--- src/rtl/uart_loader_pkg.sv ---
// Shared state types and baud-rate helper for the UART boot loader.
package uart_loader_pkg;

  typedef enum logic [2:0] {
    S_LEN_HI,
    S_LEN_LO,
    S_DATA_HI,
    S_DATA_LO,
    S_WRITE,
    S_DONE,
    S_ERROR
  } loaderState_e;

  typedef enum logic [1:0] {
    IDLE,
    START,
    DATA,
    STOP
  } rxState_e;

  function automatic int unsigned clks_per_bit(input int unsigned clkFreq,
                                               input int unsigned baud);
    return clkFreq / baud;
  endfunction

endpackage

--- src/rtl/uart_loader_if.sv ---
// Memory write bus and CPU-control status driven by the boot loader.
interface uart_loader_if #(
  parameter int ADDR_WIDTH = 16,
  parameter int DATA_WIDTH = 16
);

  logic                  mem_we;
  logic [ADDR_WIDTH-1:0] mem_addr;
  logic [DATA_WIDTH-1:0] mem_wdata;
  logic                  cpu_hold;
  logic                  done;
  logic                  error;

  modport master (
    output mem_we, mem_addr, mem_wdata, cpu_hold, done, error
  );

  modport slave (
    input mem_we, mem_addr, mem_wdata, cpu_hold, done, error
  );

endinterface

--- src/rtl/uart_loader_rx.sv ---
// 8N1 UART receiver with a 2-flop input synchronizer; emits one-cycle
// rx_valid or rx_ferr pulses after each stop-bit sample.
module uart_rx
  import uart_loader_pkg::*;
#(
  parameter int unsigned CLKS_PER_BIT = 434
) (
  input  logic       CLK,
  input  logic       RST,
  input  logic       rx_in,
  output logic [7:0] rx_byte,
  output logic       rx_valid,
  output logic       rx_ferr
);

  localparam int CW = $clog2(CLKS_PER_BIT + 1);

  rxState_e      r_state;
  rxState_e      w_nextState;
  logic          r_sync1;
  logic          r_sync2;
  logic          r_rxPrev;
  logic [CW-1:0] r_clkCnt;
  logic [2:0]    r_bitIdx;
  logic [7:0]    r_shift;
  logic          w_rx;
  logic          w_bitTick;
  logic          w_halfTick;

  assign w_rx       = r_sync2;
  assign w_bitTick  = (r_clkCnt == CW'(CLKS_PER_BIT - 1));
  assign w_halfTick = (r_clkCnt == CW'(CLKS_PER_BIT / 2 - 1));

  always_ff @(posedge CLK) begin
    if (!RST) r_state <= IDLE;
    else      r_state <= w_nextState;
  end

  // A start bit still high at its mid-point is treated as a glitch.
  always_comb begin
    w_nextState = r_state;
    case (r_state)
      IDLE:    if (r_rxPrev && !w_rx) w_nextState = START;
      START:   if (w_halfTick) w_nextState = w_rx ? IDLE : DATA;
      DATA:    if (w_bitTick && r_bitIdx == 3'd7) w_nextState = STOP;
      STOP:    if (w_bitTick) w_nextState = IDLE;
      default: w_nextState = IDLE;
    endcase
  end

  always_ff @(posedge CLK) begin
    if (!RST) begin
      r_sync1  <= 1'b1;
      r_sync2  <= 1'b1;
      r_rxPrev <= 1'b1;
      r_clkCnt <= '0;
      r_bitIdx <= '0;
      r_shift  <= '0;
      rx_byte  <= '0;
      rx_valid <= 1'b0;
      rx_ferr  <= 1'b0;
    end else begin
      r_sync1  <= rx_in;
      r_sync2  <= r_sync1;
      r_rxPrev <= w_rx;
      rx_valid <= 1'b0;
      rx_ferr  <= 1'b0;
      case (r_state)
        IDLE: begin
          r_clkCnt <= '0;
          r_bitIdx <= '0;
        end
        START: r_clkCnt <= w_halfTick ? '0 : r_clkCnt + CW'(1);
        DATA: begin
          if (w_bitTick) begin
            r_clkCnt <= '0;
            r_shift  <= {w_rx, r_shift[7:1]};
            r_bitIdx <= r_bitIdx + 3'd1;
          end else begin
            r_clkCnt <= r_clkCnt + CW'(1);
          end
        end
        STOP: begin
          if (w_bitTick) begin
            r_clkCnt <= '0;
            if (w_rx) begin
              rx_byte  <= r_shift;
              rx_valid <= 1'b1;
            end else begin
              rx_ferr <= 1'b1;
            end
          end else begin
            r_clkCnt <= r_clkCnt + CW'(1);
          end
        end
        default: r_clkCnt <= '0;
      endcase
    end
  end

endmodule

--- src/rtl/uart_loader.sv ---
// UART boot loader: receives a length-prefixed program image and writes it
// into memory from address 0, holding the CPU until the image is complete.
module uart_loader
  import uart_loader_pkg::*;
#(
  parameter int unsigned CLK_FREQ   = 50000000,
  parameter int unsigned BAUD       = 115200,
  parameter int          ADDR_WIDTH = 16,
  parameter int          DATA_WIDTH = 16
) (
  input  logic          CLK,
  input  logic          RST,
  input  logic          UART_RX,
  uart_loader_if.master bus
);

  localparam int unsigned CPB = clks_per_bit(CLK_FREQ, BAUD);

  loaderState_e          r_state;
  loaderState_e          w_nextState;
  logic [7:0]            w_rxByte;
  logic                  w_rxValid;
  logic                  w_rxFerr;
  logic [7:0]            r_lenHi;
  logic [7:0]            r_dataHi;
  logic [15:0]           r_remaining;
  logic [ADDR_WIDTH-1:0] r_index;
  logic [ADDR_WIDTH-1:0] r_memAddr;
  logic [DATA_WIDTH-1:0] r_memWdata;
  logic                  r_cpuHold;
  logic                  r_done;
  logic                  r_error;

  uart_rx #(
    .CLKS_PER_BIT (CPB)
  ) u_rx (
    .CLK      (CLK),
    .RST      (RST),
    .rx_in    (UART_RX),
    .rx_byte  (w_rxByte),
    .rx_valid (w_rxValid),
    .rx_ferr  (w_rxFerr)
  );

  always_ff @(posedge CLK) begin
    if (!RST) r_state <= S_LEN_HI;
    else      r_state <= w_nextState;
  end

  // Framing errors abort the load from any state until the image is complete.
  always_comb begin
    w_nextState = r_state;
    if (w_rxFerr && r_state != S_DONE) begin
      w_nextState = S_ERROR;
    end else begin
      case (r_state)
        S_LEN_HI:  if (w_rxValid) w_nextState = S_LEN_LO;
        S_LEN_LO:  if (w_rxValid)
                     w_nextState = ({r_lenHi, w_rxByte} == 16'd0) ? S_DONE : S_DATA_HI;
        S_DATA_HI: if (w_rxValid) w_nextState = S_DATA_LO;
        S_DATA_LO: if (w_rxValid) w_nextState = S_WRITE;
        S_WRITE:   w_nextState = (r_remaining == 16'd1) ? S_DONE : S_DATA_HI;
        default:   w_nextState = r_state;
      endcase
    end
  end

  always_ff @(posedge CLK) begin
    if (!RST) begin
      r_lenHi     <= '0;
      r_dataHi    <= '0;
      r_remaining <= '0;
      r_index     <= '0;
      r_memAddr   <= '0;
      r_memWdata  <= '0;
      r_cpuHold   <= 1'b1;
      r_done      <= 1'b0;
      r_error     <= 1'b0;
    end else begin
      r_done    <= (w_nextState == S_DONE);
      r_error   <= (w_nextState == S_ERROR);
      r_cpuHold <= (w_nextState != S_DONE);
      case (r_state)
        S_LEN_HI:  if (w_rxValid) r_lenHi <= w_rxByte;
        S_LEN_LO:  if (w_rxValid) r_remaining <= {r_lenHi, w_rxByte};
        S_DATA_HI: if (w_rxValid) r_dataHi <= w_rxByte;
        S_DATA_LO: begin
          if (w_rxValid) begin
            r_memAddr  <= r_index;
            r_memWdata <= {r_dataHi, w_rxByte};
          end
        end
        S_WRITE: begin
          r_index     <= r_index + ADDR_WIDTH'(1);
          r_remaining <= r_remaining - 16'd1;
        end
        default: r_index <= r_index;
      endcase
    end
  end

  assign bus.mem_we    = (r_state == S_WRITE);
  assign bus.mem_addr  = r_memAddr;
  assign bus.mem_wdata = r_memWdata;
  assign bus.cpu_hold  = r_cpuHold;
  assign bus.done      = r_done;
  assign bus.error     = r_error;

endmodule

--- src/flat_wrapper.sv ---
// flat-port wrapper written by rule: the top's interface ports become plain ports
module uart_loader_flat import uart_loader_pkg::*;
#(
  parameter int unsigned CLK_FREQ   = 50000000,
  parameter int unsigned BAUD       = 115200,
  parameter int          ADDR_WIDTH = 16,
  parameter int          DATA_WIDTH = 16
)
  (CLK, RST, UART_RX, bus_mem_we, bus_mem_addr, bus_mem_wdata, bus_cpu_hold, bus_done, bus_error);
  uart_loader_if #(.ADDR_WIDTH(ADDR_WIDTH), .DATA_WIDTH(DATA_WIDTH)) bus_i ();
  input  logic CLK;
  input  logic RST;
  input  logic UART_RX;
  output wire logic [$bits(bus_i.mem_we)-1:0] bus_mem_we;
  output wire logic [$bits(bus_i.mem_addr)-1:0] bus_mem_addr;
  output wire logic [$bits(bus_i.mem_wdata)-1:0] bus_mem_wdata;
  output wire logic [$bits(bus_i.cpu_hold)-1:0] bus_cpu_hold;
  output wire logic [$bits(bus_i.done)-1:0] bus_done;
  output wire logic [$bits(bus_i.error)-1:0] bus_error;
  assign bus_mem_we = bus_i.mem_we;
  assign bus_mem_addr = bus_i.mem_addr;
  assign bus_mem_wdata = bus_i.mem_wdata;
  assign bus_cpu_hold = bus_i.cpu_hold;
  assign bus_done = bus_i.done;
  assign bus_error = bus_i.error;
  uart_loader #(.CLK_FREQ(CLK_FREQ), .BAUD(BAUD), .ADDR_WIDTH(ADDR_WIDTH), .DATA_WIDTH(DATA_WIDTH)) u_core (.CLK(CLK), .RST(RST), .UART_RX(UART_RX), .bus(bus_i));
endmodule
--- config.mk ---
export PLATFORM = sky130hd
export DESIGN_NAME = uart_loader_flat
export DESIGN_NICKNAME = d
export VERILOG_FILES = /design/src/rtl/uart_loader_pkg.sv /design/src/rtl/uart_loader_if.sv /design/src/rtl/uart_loader_rx.sv /design/src/rtl/uart_loader.sv /design/src/flat_wrapper.sv
export SDC_FILE = /design/constraint.sdc
export NUM_CORES = 1
export LEC_CHECK = 0
export ABC_AREA = 1
export BUFFER_PORTS_ARGS = -buffer_cell sky130_fd_sc_hd__buf_2
export CORE_AREA = 2 2 101 103
export CTS_CLUSTER_SIZE = 20
export DETAILED_ROUTE_END_ITERATION = 16
export DIE_AREA = 0 0 103 105
export PLACE_DENSITY = 0.73
export SLEW_MARGIN = 20
export SYNTH_ARGS = -nofsm -noshare
export SYNTH_HDL_FRONTEND = slang
export SYNTH_SLANG_ARGS = --single-unit
--- constraint.sdc ---
create_clock -name CLK -period 1.6 [get_ports CLK]
set_input_delay 0.32 -clock CLK [delete_from_list [all_inputs] [get_ports CLK]]
set_output_delay 0.32 -clock CLK [all_outputs]
set_load 0.01 [all_outputs]
==> summary.md <==
| Metric | Value |
|---|---|
| Final min period | `1.70 ns` |
| Final WL | `12900 µm` |
| Via density per instance | `5.27` |
| Worst setup SP type | `flop` |
| Critical path arrival | `about 1.4 ns` |
| I/O pins | `39` |
| Final period util | `106%` |
| WL per Instance | `approximately 14 µm` |
| Max-Cap Viols | `0` |
| Pre-CTS WS | `0.0309 ns` |
| Cell Area, Placed | `5750 µm²` |
| Final setup margin | `-0.0963 ns` |
| Drt initial violations | `~310` |
| # clock sinks | `around 120` |
| Cell Pwr Density | `1050 nW/µm²` |
| R2r startpoint | `u_core.r_state[0]` |
| Failing checks | `setup timing` |
| CTS H-tree depth | `4` |
| Number of diodes | `0` |
| Final setup vio count | `1` |
| YS warnings | `0` |
| R2R depth | `9` |
| CTS tree | `done` |
| Hold Path Cell Cnt | `2` |
| Post-route ant nets | `0` |
| Crit end category | `output port` |
| Commonest non-fill, non-tap cells in the layout | `nor2_1, nand2_1, dfxtp_1, o21ai_0, inv_1` |
| Initial antenna violation count | `0` |
| Avg Inst Size Synth | `7.23 µm²` |
| Core area | `9640 µm²` |
| Clock skew | `0.00862 ns` |
| Sink of the worst hold path | `u_core.u_rx.r_rxPrev` |
| Routed vias | `5037` |
| Post-synthesis sequential area ratio | `between 40% and 50%` |
| GRT Overall Usage | `24.7%` |
| Rel. slew slack | `between 70 and 80%` |
| Port-buffer cells | `38` |
| Die X | `103 µm` |
| Detailed-route DRC error count | `0` |
| Die height | `105 µm` |
| Commonest non-fill, non-tap cell in the layout | `nor2_1` |
| Layout fillers | `approximately 830` |
| Status | `finished with violations` |
| Cells along the critical path | `nor2_4 > nand2_2 > inv_4 > buf_8 > buf_6` |
| R2r setup slk | `~0.04 ns` |
| Nets | `821` |
| Fin. max-slew vios | `0` |
| Clock transition at path regs | `0.06 ns` |
| Endpoints failing hold | `0` |
| Starting Density | `54.8%` |
| Worst-Skew Late Latency | `0.53 ns` |
| Rows | `36` |
| First-pass GRT wire length | `21000 µm` |
| Design area | `6720 µm²` |
| R2R Path End | `u_core.r_remaining[12]` |
| Pleak | `0.00290 µW` |
| Mapped Nets | `742` |
| Worst Setup SP | `u_core.r_state[0]` |
| Worst Path Class, Setup | `reg2out` |
| Finished Layout Cells | `about 960` |
| Area overhead of the layout relative to synthesis | `27.1%` |
| Clk buf depth | `2` |
| Post-Synthesis Cell Area | `5290 µm²` |
| Hold crit path type | `in2reg` |
| Yosys cell types | `37` |
| Worst IR drop on VDD | `between 0.8 and 0.9 mV` |
| Post-DP HPWL | `8250 µm` |
| CTS Root Cell | `clkbuf_8` |
| Drt pass-1 iters | `5` |
| Worst hold slack | `0.0784 ns` |
| Max Freq | `0.590 GHz` |
| Final core utilization | `69.7%` |
| Vias in the first global route | `4566` |
| Cells after DPL | `900` |
| Critical Path RT | `1.28 ns` |
| Worst-Margin Slew | `0.332 ns` |
| Worst min-delay path startpoint | `RST` |
| Largest net degree at the start of global routing | `38` |
| Syn Inst Count | `731` |
| Full die area | `10800 µm²` |
| Crit path max fanout | `3` |
| Share of post-route cells with drive strength above 1 | `about a fifth` |
| Routability cong. | `0.902` |
| Total CTS buffers | `17` |
| RSZ-0062 raised after global routing | `true` |
| Count of state elements after synthesis | `121` |
| GR Overflow Total | `0` |
| Slowest stage delay, CP | `0.36 ns` |
| Slowest cell on the critical path | `dfxtp_4` |
==> cell type report <==
| class | count | area, µm² | area share [%] |
|---|---|---|---|
| clock buffers | 18 | 428 | 6.37 |
| clock inverters | 14 | 173 | 2.57 |
| inverters | 73 | 287 | 4.27 |
| multi-input cells | 512 | 2590 | 38.6 |
| flip-flops and latches | 121 | 2440 | 36.3 |
| well taps | 133 | 166 | 2.48 |
| repair buffers | 84 | 629 | 9.37 |
| repair inverters | 1 | 5.00 | 0.0745 |
==> metrics by stage <==
step | TNS [ns] | power [µW]
after floorplan | 0 | 3190
after global placement | 0 | 3230
after detailed placement | 0 | 3230
after CTS | -0.0764 | 7060
after global routing | -0.458 | 7240
final | -0.0963 | 7020
==> timing repair <==
item	CTS	global route
hold buffers	1	0
pin swaps	1	11
hold endpoints to repair	1	0
buffers inserted	4	18
endpoints found under the setup margin	3	73
resized for setup	10	53
cloned	0	1
==> worst max-delay path by stage <==
stage	endpoint	slack [ns]	depth (start not counted)
after detailed placement	u_core.r_remaining[12]	0.03	8
after floorplan	u_core.u_rx.rx_byte[0]	0.14	8
final	bus_mem_we	-0.1	5
after CTS	bus_mem_we	-0.08	5
after global routing	bus_mem_we	-0.14	5
after global placement	u_core.r_remaining[14]	0.04	8
==> cell usage after synthesis (all sizes together) <==
cell type	instances	area (µm²)
clkbuf	11	41.3
a31oi	2	12.5
nand3	41	210
xnor2	1	8.76
nor2	153	602
nor4	1	6.26
nand4	4	25.0
o21ai	78	398
buf	14	81.3
xor2	9	78.8
a21oi	55	275
nor3	7	62.6
or2	2	12.5
dfxtp	121	2420
ha	8	100
nand3b	1	7.51
o21a	2	15.0
o22ai	1	6.26
a211oi	9	77.6
nor3b	2	15.0
o211ai	4	30.0
inv	73	279
nand2	132	518
==> worst max-delay path: cells and delay by family, from the launching register on <==
family,cells,cell delay [ns]
flip-flops,1,0.36
buffers and inverters,3,0.27
AND/OR/NAND/NOR,2,0.22
==> routing by layer <==
layer  GRT usage (%)  part of all wire, %  up-vias
met5               0                    0        -
met4            9.96                  2.3        0
met3            7.89                  5.6       26
met2            40.6                   50      152
met1            29.6                   42     2333
li1                -                    -     2526
==> flip-flops by register name, summed over array words and instances, names as in the netlist, 8 cells and up, named ones only <==
| register | flops |
|---|---|
| u_core.u_rx.rx_byte | 8 |
| u_core.r_dataHi | 8 |
| u_core.u_rx.r_clkCnt | 9 |
| u_core.u_rx.r_shift | 8 |
| u_core.r_lenHi | 8 |
| u_core.r_remaining | 16 |
| u_core.bus.mem_addr | 16 |
| u_core.bus.mem_wdata | 16 |
| u_core.r_index | 16 |
==> where the power goes <==
part	internal, µW	leakage [µW]	switching, µW
Combinational	45.5	0.00164	93.0
Sequential	3020	0.000979	13.9
Clock	2410	0.000279	1430
==> logic make-up after synthesis <==
logic type | after synthesis | share of synthesized area [%]
AND/OR/NAND/NOR | 343 | 27.6
flip-flops | 121 | 45.8
buffers and inverters | 98 | 7.60
XOR/XNOR | 10 | 1.66
AO/OA/AOI/OAI | 151 | 15.4
adder cells (fa/ha/maj) | 8 | 1.89
Note: power is estimated with default switching activity, not from simulation.
